**config.mk**
```make
export PLATFORM = sky130hd
export DESIGN_NAME = trdb_branch_map_gen
export DESIGN_NICKNAME = d
export VERILOG_FILES = /design/src/rtl/trdb_branch_map_gen_pkg.sv /design/src/rtl/trdb_branch_map_gen_bimodal.sv /design/src/rtl/trdb_branch_map_gen.sv
export SDC_FILE = /design/constraint.sdc
export NUM_CORES = 1
export LEC_CHECK = 0
export CAP_MARGIN = 20
export CORE_MARGIN = 1
export CORE_UTILIZATION = 40
export CTS_CLUSTER_SIZE = 25
export DETAILED_ROUTE_END_ITERATION = 8
export HOLD_SLACK_MARGIN = 0.12
export PLACE_DENSITY = 0.66
export SLEW_MARGIN = 40
export SYNTH_ARGS = -nofsm -noshare
export SYNTH_HDL_FRONTEND = slang
export SYNTH_HIERARCHICAL = 1
export SYNTH_SLANG_ARGS = --single-unit
```
**constraint.sdc**
```tcl
create_clock -name clk_i -period 3.4 [get_ports clk_i]
set_clock_uncertainty 0.15 [all_clocks]
set_input_delay 0.68 -clock clk_i [delete_from_list [all_inputs] [get_ports clk_i]]
set_output_delay 0.68 -clock clk_i [all_outputs]
set_load 0.05 [all_outputs]
```
**src/rtl/trdb_branch_map_gen_pkg.sv**
```systemverilog
// Shared trace constants and types for the branch-map generator and its optional
// bimodal predictor (enabled by TRDB_BRANCH_PREDICTOR_EN).
package trdb_branch_map_gen_pkg;

    localparam int BRANCH_MAP_LEN     = 31;
    localparam int BRANCH_COUNT_LEN   = $clog2(BRANCH_MAP_LEN + 1);
    localparam int BP_ENTRIES_DEFAULT = 64;
    localparam int PBC_LEN_DEFAULT    = 16;

    typedef enum logic [1:0] {
        SNT = 2'b00,
        WNT = 2'b01,
        WT  = 2'b10,
        ST  = 2'b11
    } bp_ctr_t;

    // Two-bit saturating counter step toward the observed outcome.
    function automatic bp_ctr_t bp_ctr_update(input bp_ctr_t c, input logic taken);
        if (taken) begin
            return (c == ST) ? ST : bp_ctr_t'(c + 2'd1);
        end
        return (c == SNT) ? SNT : bp_ctr_t'(c - 2'd1);
    endfunction

endpackage

```
**src/rtl/trdb_branch_map_gen_bimodal.sv**
```systemverilog
// Bimodal branch predictor: table of 2-bit counters indexed by the branch address.
// Only present when TRDB_BRANCH_PREDICTOR_EN is defined.
`ifdef TRDB_BRANCH_PREDICTOR_EN
module trdb_bimodal_predictor
    import trdb_branch_map_gen_pkg::*;
#(
    parameter int BP_ENTRIES = BP_ENTRIES_DEFAULT,
    parameter int XLEN       = 32
) (
    input  logic            clk_i,
    input  logic            rst_i,
    input  logic            valid_i,
    input  logic            taken_i,
    input  logic [XLEN-1:0] iaddr_i,
    output logic            pred_o
);

    localparam int IDX_W = $clog2(BP_ENTRIES);

    bp_ctr_t          tbl_q [BP_ENTRIES];
    bp_ctr_t          cur;
    logic [IDX_W-1:0] idx;
    logic             unused_addr;

    // Bit 0 is skipped: branch addresses are at least halfword aligned.
    assign idx         = iaddr_i[IDX_W:1];
    assign cur         = tbl_q[idx];
    assign pred_o      = cur[1];
    assign unused_addr = ^{iaddr_i[XLEN-1:IDX_W+1], iaddr_i[0]};

    always_ff @(posedge clk_i) begin
        if (rst_i) begin
            for (int i = 0; i < BP_ENTRIES; i++) begin
                tbl_q[i] <= WNT;
            end
        end else if (valid_i) begin
            tbl_q[idx] <= bp_ctr_update(cur, taken_i);
        end
    end

endmodule
`endif

```
**src/rtl/trdb_branch_map_gen.sv**
```systemverilog
// Branch-map accumulator for the trace encoder: records not-taken bits in retirement
// order with a count and full/empty/overflow flags. TRDB_BRANCH_PREDICTOR_EN adds a
// bimodal predictor that folds correctly predicted branches into a counter (pbc_o).
module trdb_branch_map_gen
    import trdb_branch_map_gen_pkg::*;
#(
    parameter int MAP_LEN    = BRANCH_MAP_LEN,
    parameter int CNT_LEN    = $clog2(MAP_LEN + 1),
    parameter int BP_ENTRIES = BP_ENTRIES_DEFAULT,
    parameter int PBC_LEN    = PBC_LEN_DEFAULT,
    parameter int XLEN       = 32
) (
    input  logic               clk_i,
    input  logic               rst_i,
    input  logic               valid_i,
    input  logic               taken_i,
    input  logic               flush_i,
`ifdef TRDB_BRANCH_PREDICTOR_EN
    input  logic [XLEN-1:0]    iaddr_i,
    output logic [PBC_LEN-1:0] pbc_o,
    output logic               pbc_valid_o,
`endif
    output logic [MAP_LEN-1:0] map_o,
    output logic [CNT_LEN-1:0] branches_o,
    output logic               is_full_o,
    output logic               is_empty_o,
    output logic               overflow_o
);

    logic [MAP_LEN-1:0] map_q, map_d, base_map;
    logic [CNT_LEN-1:0] cnt_q, cnt_d, base_cnt;
    logic               full_q, full_d;
    logic               empty_q, empty_d;
    logic               ovf_q, ovf_d;
    logic               enter_map;

`ifdef TRDB_BRANCH_PREDICTOR_EN
    logic               pred;
    logic               map_empty;
    logic [PBC_LEN-1:0] pbc_q, pbc_d, pbc_base;
    logic               pbcv_q, pbcv_d;

    trdb_bimodal_predictor #(
        .BP_ENTRIES (BP_ENTRIES),
        .XLEN       (XLEN)
    ) u_bp (
        .clk_i   (clk_i),
        .rst_i   (rst_i),
        .valid_i (valid_i),
        .taken_i (taken_i),
        .iaddr_i (iaddr_i),
        .pred_o  (pred)
    );

    // A flush empties the map before the incoming branch is considered.
    assign map_empty = flush_i || empty_q;

    always_comb begin
        // A pulse issued last cycle means the reported count has been consumed.
        pbc_base  = pbcv_q ? '0 : pbc_q;
        pbc_d     = pbc_base;
        pbcv_d    = 1'b0;
        enter_map = 1'b1;
        if (valid_i && map_empty) begin
            if (pred == taken_i) begin
                enter_map = 1'b0;
                pbc_d     = pbc_base + 1'b1;
                pbcv_d    = &pbc_d;
            end else begin
                pbcv_d    = (pbc_base != '0);
            end
        end
    end

    always_ff @(posedge clk_i) begin
        if (rst_i) begin
            pbc_q  <= '0;
            pbcv_q <= 1'b0;
        end else begin
            pbc_q  <= pbc_d;
            pbcv_q <= pbcv_d;
        end
    end

    assign pbc_o       = pbc_q;
    assign pbc_valid_o = pbcv_q;
`else
    logic [31:0] unused_cfg;

    assign unused_cfg = 32'(XLEN + BP_ENTRIES + PBC_LEN);
    assign enter_map  = 1'b1;
`endif

    always_comb begin
        base_map = flush_i ? '0 : map_q;
        base_cnt = flush_i ? '0 : cnt_q;
        map_d    = base_map;
        cnt_d    = base_cnt;
        ovf_d    = 1'b0;
        if (valid_i && enter_map) begin
            // After a flush there is always room, so full_q only guards the no-flush case.
            if (flush_i || !full_q) begin
                for (int i = 0; i < MAP_LEN; i++) begin
                    if (base_cnt == CNT_LEN'(i)) begin
                        map_d[i] = ~taken_i;
                    end
                end
                cnt_d = base_cnt + 1'b1;
            end else begin
                ovf_d = 1'b1;
            end
        end
        full_d  = (cnt_d == CNT_LEN'(MAP_LEN));
        empty_d = (cnt_d == '0);
    end

    always_ff @(posedge clk_i) begin
        if (rst_i) begin
            map_q   <= '0;
            cnt_q   <= '0;
            full_q  <= 1'b0;
            empty_q <= 1'b1;
            ovf_q   <= 1'b0;
        end else begin
            map_q   <= map_d;
            cnt_q   <= cnt_d;
            full_q  <= full_d;
            empty_q <= empty_d;
            ovf_q   <= ovf_d;
        end
    end

    assign map_o      = map_q;
    assign branches_o = cnt_q;
    assign is_full_o  = full_q;
    assign is_empty_o = empty_q;
    assign overflow_o = ovf_q;

endmodule

```
* Word level (Yosys, flattened, before mapping) *
Cells that the tools add are included.

word-level totals
  flip-flop bits (word level) = 39
  output and inout port bits = 39
  word-level logic and storage cells = 82
  bits of input ports = 5

operators by class
  bitwise gates (word level) = 2
  muxes and demuxes = 38
  add/subtract/negate cells = 1
  reductions and logical operators = 5
  equal/unequal tests = 31

operator list
  operator                                                          number
  31-bit 2-to-1 mux                                                 3
  5-bit == test (second input constant)                             16
  5-bit by 4-bit == test with 1-bit output (second input constant)  8
  1-bit 2-to-1 mux                                                  32
  5-bit by 3-bit == test with 1-bit output (second input constant)  4
  5-bit 2-to-1 mux                                                  3
  5-bit by 2-bit == test with 1-bit output (second input constant)  2
  5-bit zero test                                                   2
  5-bit by 1-bit adder with 5-bit output (second input constant)    1
  5-bit by 1-bit == test with 1-bit output (second input constant)  1
  1-bit inverter                                                    2
  2-bit OR reduction                                                1
  1-bit zero test                                                   1
  1-bit logical OR                                                  1

* Logic depth before layout (Yosys ltp) *
  depth after elaboration = 5
  depth in mapped cells = 8
  depth with buffers taken out = 6

* Worst setup path after synthesis *
OpenSTA, ideal clock, no wires.

  kind = reg-to-reg
  start point = reg cnt_q[2] (netlist: branches_o[2])
  end point = reg empty_q (netlist: is_empty_o)
  stages on the path, launching flop included = 8
  setup slack = 925 ps
  period minus slack after synthesis = 2,475 ps
  data required time = 3,134 ps
  setup time = 116 ps
  path buffers = 2
  arrival time = 2,209 ps
  cell sequence = dfxtp_1 > buf_2 > and3b_2 > clkbuf_1 > and2_1 > ha_1 > o32a_1 > a41o_1

between the ends
  longest elaborated chain between the ends = 5

ends and longest elaborated chain
  item                                    RTL line                    source
  start, declared                         trdb_branch_map_gen.sv:31   logic [CNT_LEN-1:0] cnt_q, cnt_d, base_cnt;
  start signal, assigned                  trdb_branch_map_gen.sv:126  cnt_q <= cnt_d;
  5-bit 2-to-1 mux (*)                    trdb_branch_map_gen.sv:96   base_cnt = flush_i ? '0 : cnt_q;
  5-bit by 1-bit adder with 5-bit output  trdb_branch_map_gen.sv:108  cnt_d = base_cnt + 1'b1;
  5-bit 2-to-1 mux                        trdb_branch_map_gen.sv:102  if (flush_i || !full_q) begin
  5-bit 2-to-1 mux (*)                    trdb_branch_map_gen.sv:100  if (valid_i && enter_map) begin
  5-bit zero test (*)                     trdb_branch_map_gen.sv:114  empty_d = (cnt_d == '0);
  end signal, assigned                    trdb_branch_map_gen.sv:128  empty_q <= empty_d;
  end, declared                           trdb_branch_map_gen.sv:33   logic empty_q, empty_d;

Every way passes the cells marked *; elsewhere a longest branch is shown, timed or not.
A chain may end at the register's enable or synchronous reset.

* Worst setup path after layout *
  start point = reg cnt_q[0] (netlist: branches_o[0])
  end point = out branches_o[0]

RTL lines
  item           RTL line                   source
  end, declared  trdb_branch_map_gen.sv:24  output logic [CNT_LEN-1:0] branches_o,

No word-level cell between the ends.

==> impl_metrics.toml <==
[power_and_ir_drop]
cellPowerDensity_mw_per_mm2 = 374
power_leakage_nw = 0.795
vdd_drop_max_mv = 0.260

[floorplanning]
start_util = 0.414
num_rows = 25
num_io_pins = 44
die-area_mm2 = 0.00518
core_area_mm2 = 0.00472
die_w_um = 71.9
die_height_um = 71.9

[logic_synthesis]
synthArstFlopShare = 0
synth_area_mm2 = 0.00196
synthCells = 215
yosysWarnings = 6
avgSynthCellArea_um2 = 9.10
synth_edf_count = 0
syn_nets = 221
ys_seq_area_frac = 0.399
ys_types = 45
synth-seq-cells = 39
ys.flop_type = "dfxtp_1"

[layout]
layoutNonFillerInstCount = 317
num-nets-final = 255
final_cell_mix = "clkdlybuf4s50_1 (42), dfxtp_1 (39), nand2_1 (27)"
final_common_cell = "clkdlybuf4s50_1"
layout-drive-gt1-share = 0.168
fin_area_mm2 = 0.00251
antenna_cells = 0
area_growth_pct = 28.5

[placement]
dp_slack_ns = 0.479
placed_cell_area_mm2 = 0.00240
hpwl_um = 2900
post-place-cells = 309
gp_congestion = 0.814
portBuffers = 43

[setup_path]
path_depth = 1
crit_required_ns = 2.57
cp_data_arrival_time_ns = 1.80
crit_family = "buffers and inverters"
crit_slowest_cell = "clkdlybuf4s50_1"
cp_max_fo = 11
worstSetupStartpointType = "flip-flop"
cp_cell_sequence = "clkdlybuf4s50_1"
worstRegToRegCells = 5
slowest_delay_ns = 0.89
worst-path-buf-inv = 1
worstSetupEndpointType = "output pin"
critPathKind = "reg -> out"

[detailed_routing]
antenna_left = 0
dr_total_vias = 1664
remaining_drc_errors = 0
routed_wl_um = 4550
avgViaCountPerCell = 5.25
drt_pass1_iterations = 4
post_drt_wl_per_cell_um = 14.4
drtIter0Drc = 116

[clocking]
clk_pin_slew_ns = 0.08
clockBufferDepth = 2
post-cts-setup-buffers = 0
cts_buffers = 5
cts_root_buffer = "clkbuf_8"
cts_tree = "yes"
cts.sinks = 39
cts_resized = 0
insertion_delay_ns = 0.30
h-tree-depth = 2
ctsHoldBuffers = 0

[timing]
min_period_ns = 2.63
drv_slew = 0
finalCritPeriodShare = 0.774
timing.final.ws_setup_ns = 0.770
max_slew_margin = 0.592
final.setup.tns_ns = 0
max_freq_mhz = 380
finalHoldViolations = 0
rsz0062_at_grt = "no"
setup_viol = 0
worst_pin_slew_ns = 0.611

[run]
maxCapViolCount = 0

[grt]
grt_start_max_net_pins = 36
grt_antenna_before_repair = 0
globalRouteTotalUtil = 0.190
globalRoute.totalOverflow = 0
grt_pass1_vias = 1538
grt_pass1_wl_um = 7670

[hold_path]
hold_path_depth = 2
hold_class = "reg -> reg"

[run_status]
status = "completed"
cell usage after synthesis, types with 2 or more instances:
cell type  number  area [um^2]
buf_2           7         35.0
buf_6           3         33.8
a21oi_1         3         15.0
and3_1          2         12.5
mux2_2         15          169
nand3_1        12         60.1
o211ai_1        2         15.0
a211oi_1        8         60.1
dfxtp_1        39          781
nor2_1         26         97.6
a22oi_1         4         30.0
nor3b_4         3         56.3
clkbuf_1        9         33.8
nor3_1          2         10.0
nand4_1        11         68.8
nand2_1        27          101
mux2_1          7         78.8
xor2_1          2         17.5
o21bai_1        2         15.0
and2_1          3         18.8
a32oi_1         4         35.0
power by group:
part	internal, mW	switching [mW]	total, mW
combinational	0.0210	0.0458	0.0667
sequential	0.459	0.00456	0.464
clock	0.238	0.173	0.410
final cells by class:
class | count | area [um^2]
Clock buffer | 6 | 82.6
Clock inverter | 2 | 35.0
Fill cell | 463 | 2210
Inverter | 2 | 7.51
Multi-Input combinational cell | 153 | 1060
Sequential cell | 39 | 781
Tap cell | 67 | 83.8
Timing Repair Buffer | 48 | 463
sequential cells by signal, indices dropped and copies added, names as in the netlist:
| signal | count |
|---|---|
| map_o | 31 |
| is_full_o | 1 |
| branches_o | 5 |
| overflow_o | 1 |
| is_empty_o | 1 |
per-layer routing:
| metal | vias to the layer above | global-route usage | share of wire |
|---|---|---|---|
| li1 | 828 | - | - |
| met1 | 788 | 0.250 | 0.49 |
| met2 | 42 | 0.307 | 0.45 |
| met3 | 6 | 0.0542 | 0.053 |
| met4 | 0 | 0.0523 | 0.011 |
| met5 | - | 0 | 0 |
logic make-up (layout without fill, tap and decap cells):
kind of cell | after synthesis | after routing | synth area share
and+or+nand+nor | 98 | 98 | 0.276
muxes | 23 | 23 | 0.134
buffers and inverters | 23 | 58 | 0.0620
xor gates and xnor gates | 3 | 3 | 0.0134
AOI/OAI and AO/OA | 28 | 28 | 0.109
adders and majority gates | 1 | 1 | 0.00639
DFF | 39 | 39 | 0.399
path summary, 6_finish.rpt:
check / startpoint / to / slack [ns]
setup / recovery: branches_o[0] / branches_o[0] / 0.77
hold / removal: map_o[15] / map_o[15] / 0.34
setup reg to reg: branches_o[2] / is_empty_o / 1.33
hold reg to reg: map_o[15] / map_o[15] / 0.34
stage by stage:
stage | hold slack, ns | total power [mW] | utilization
2_1_floorplan | 0.569 | 0.521 | -
3_3_place_gp | 0.326 | 0.541 | 0.507
3_5_place_dp | 0.333 | 0.541 | 0.508
4_1_cts | 0.345 | 0.948 | 0.533
5_1_grt | 0.397 | 0.966 | 0.532
6_report | 0.337 | 0.941 | 0.532
(Power assumes the default switching activity.)
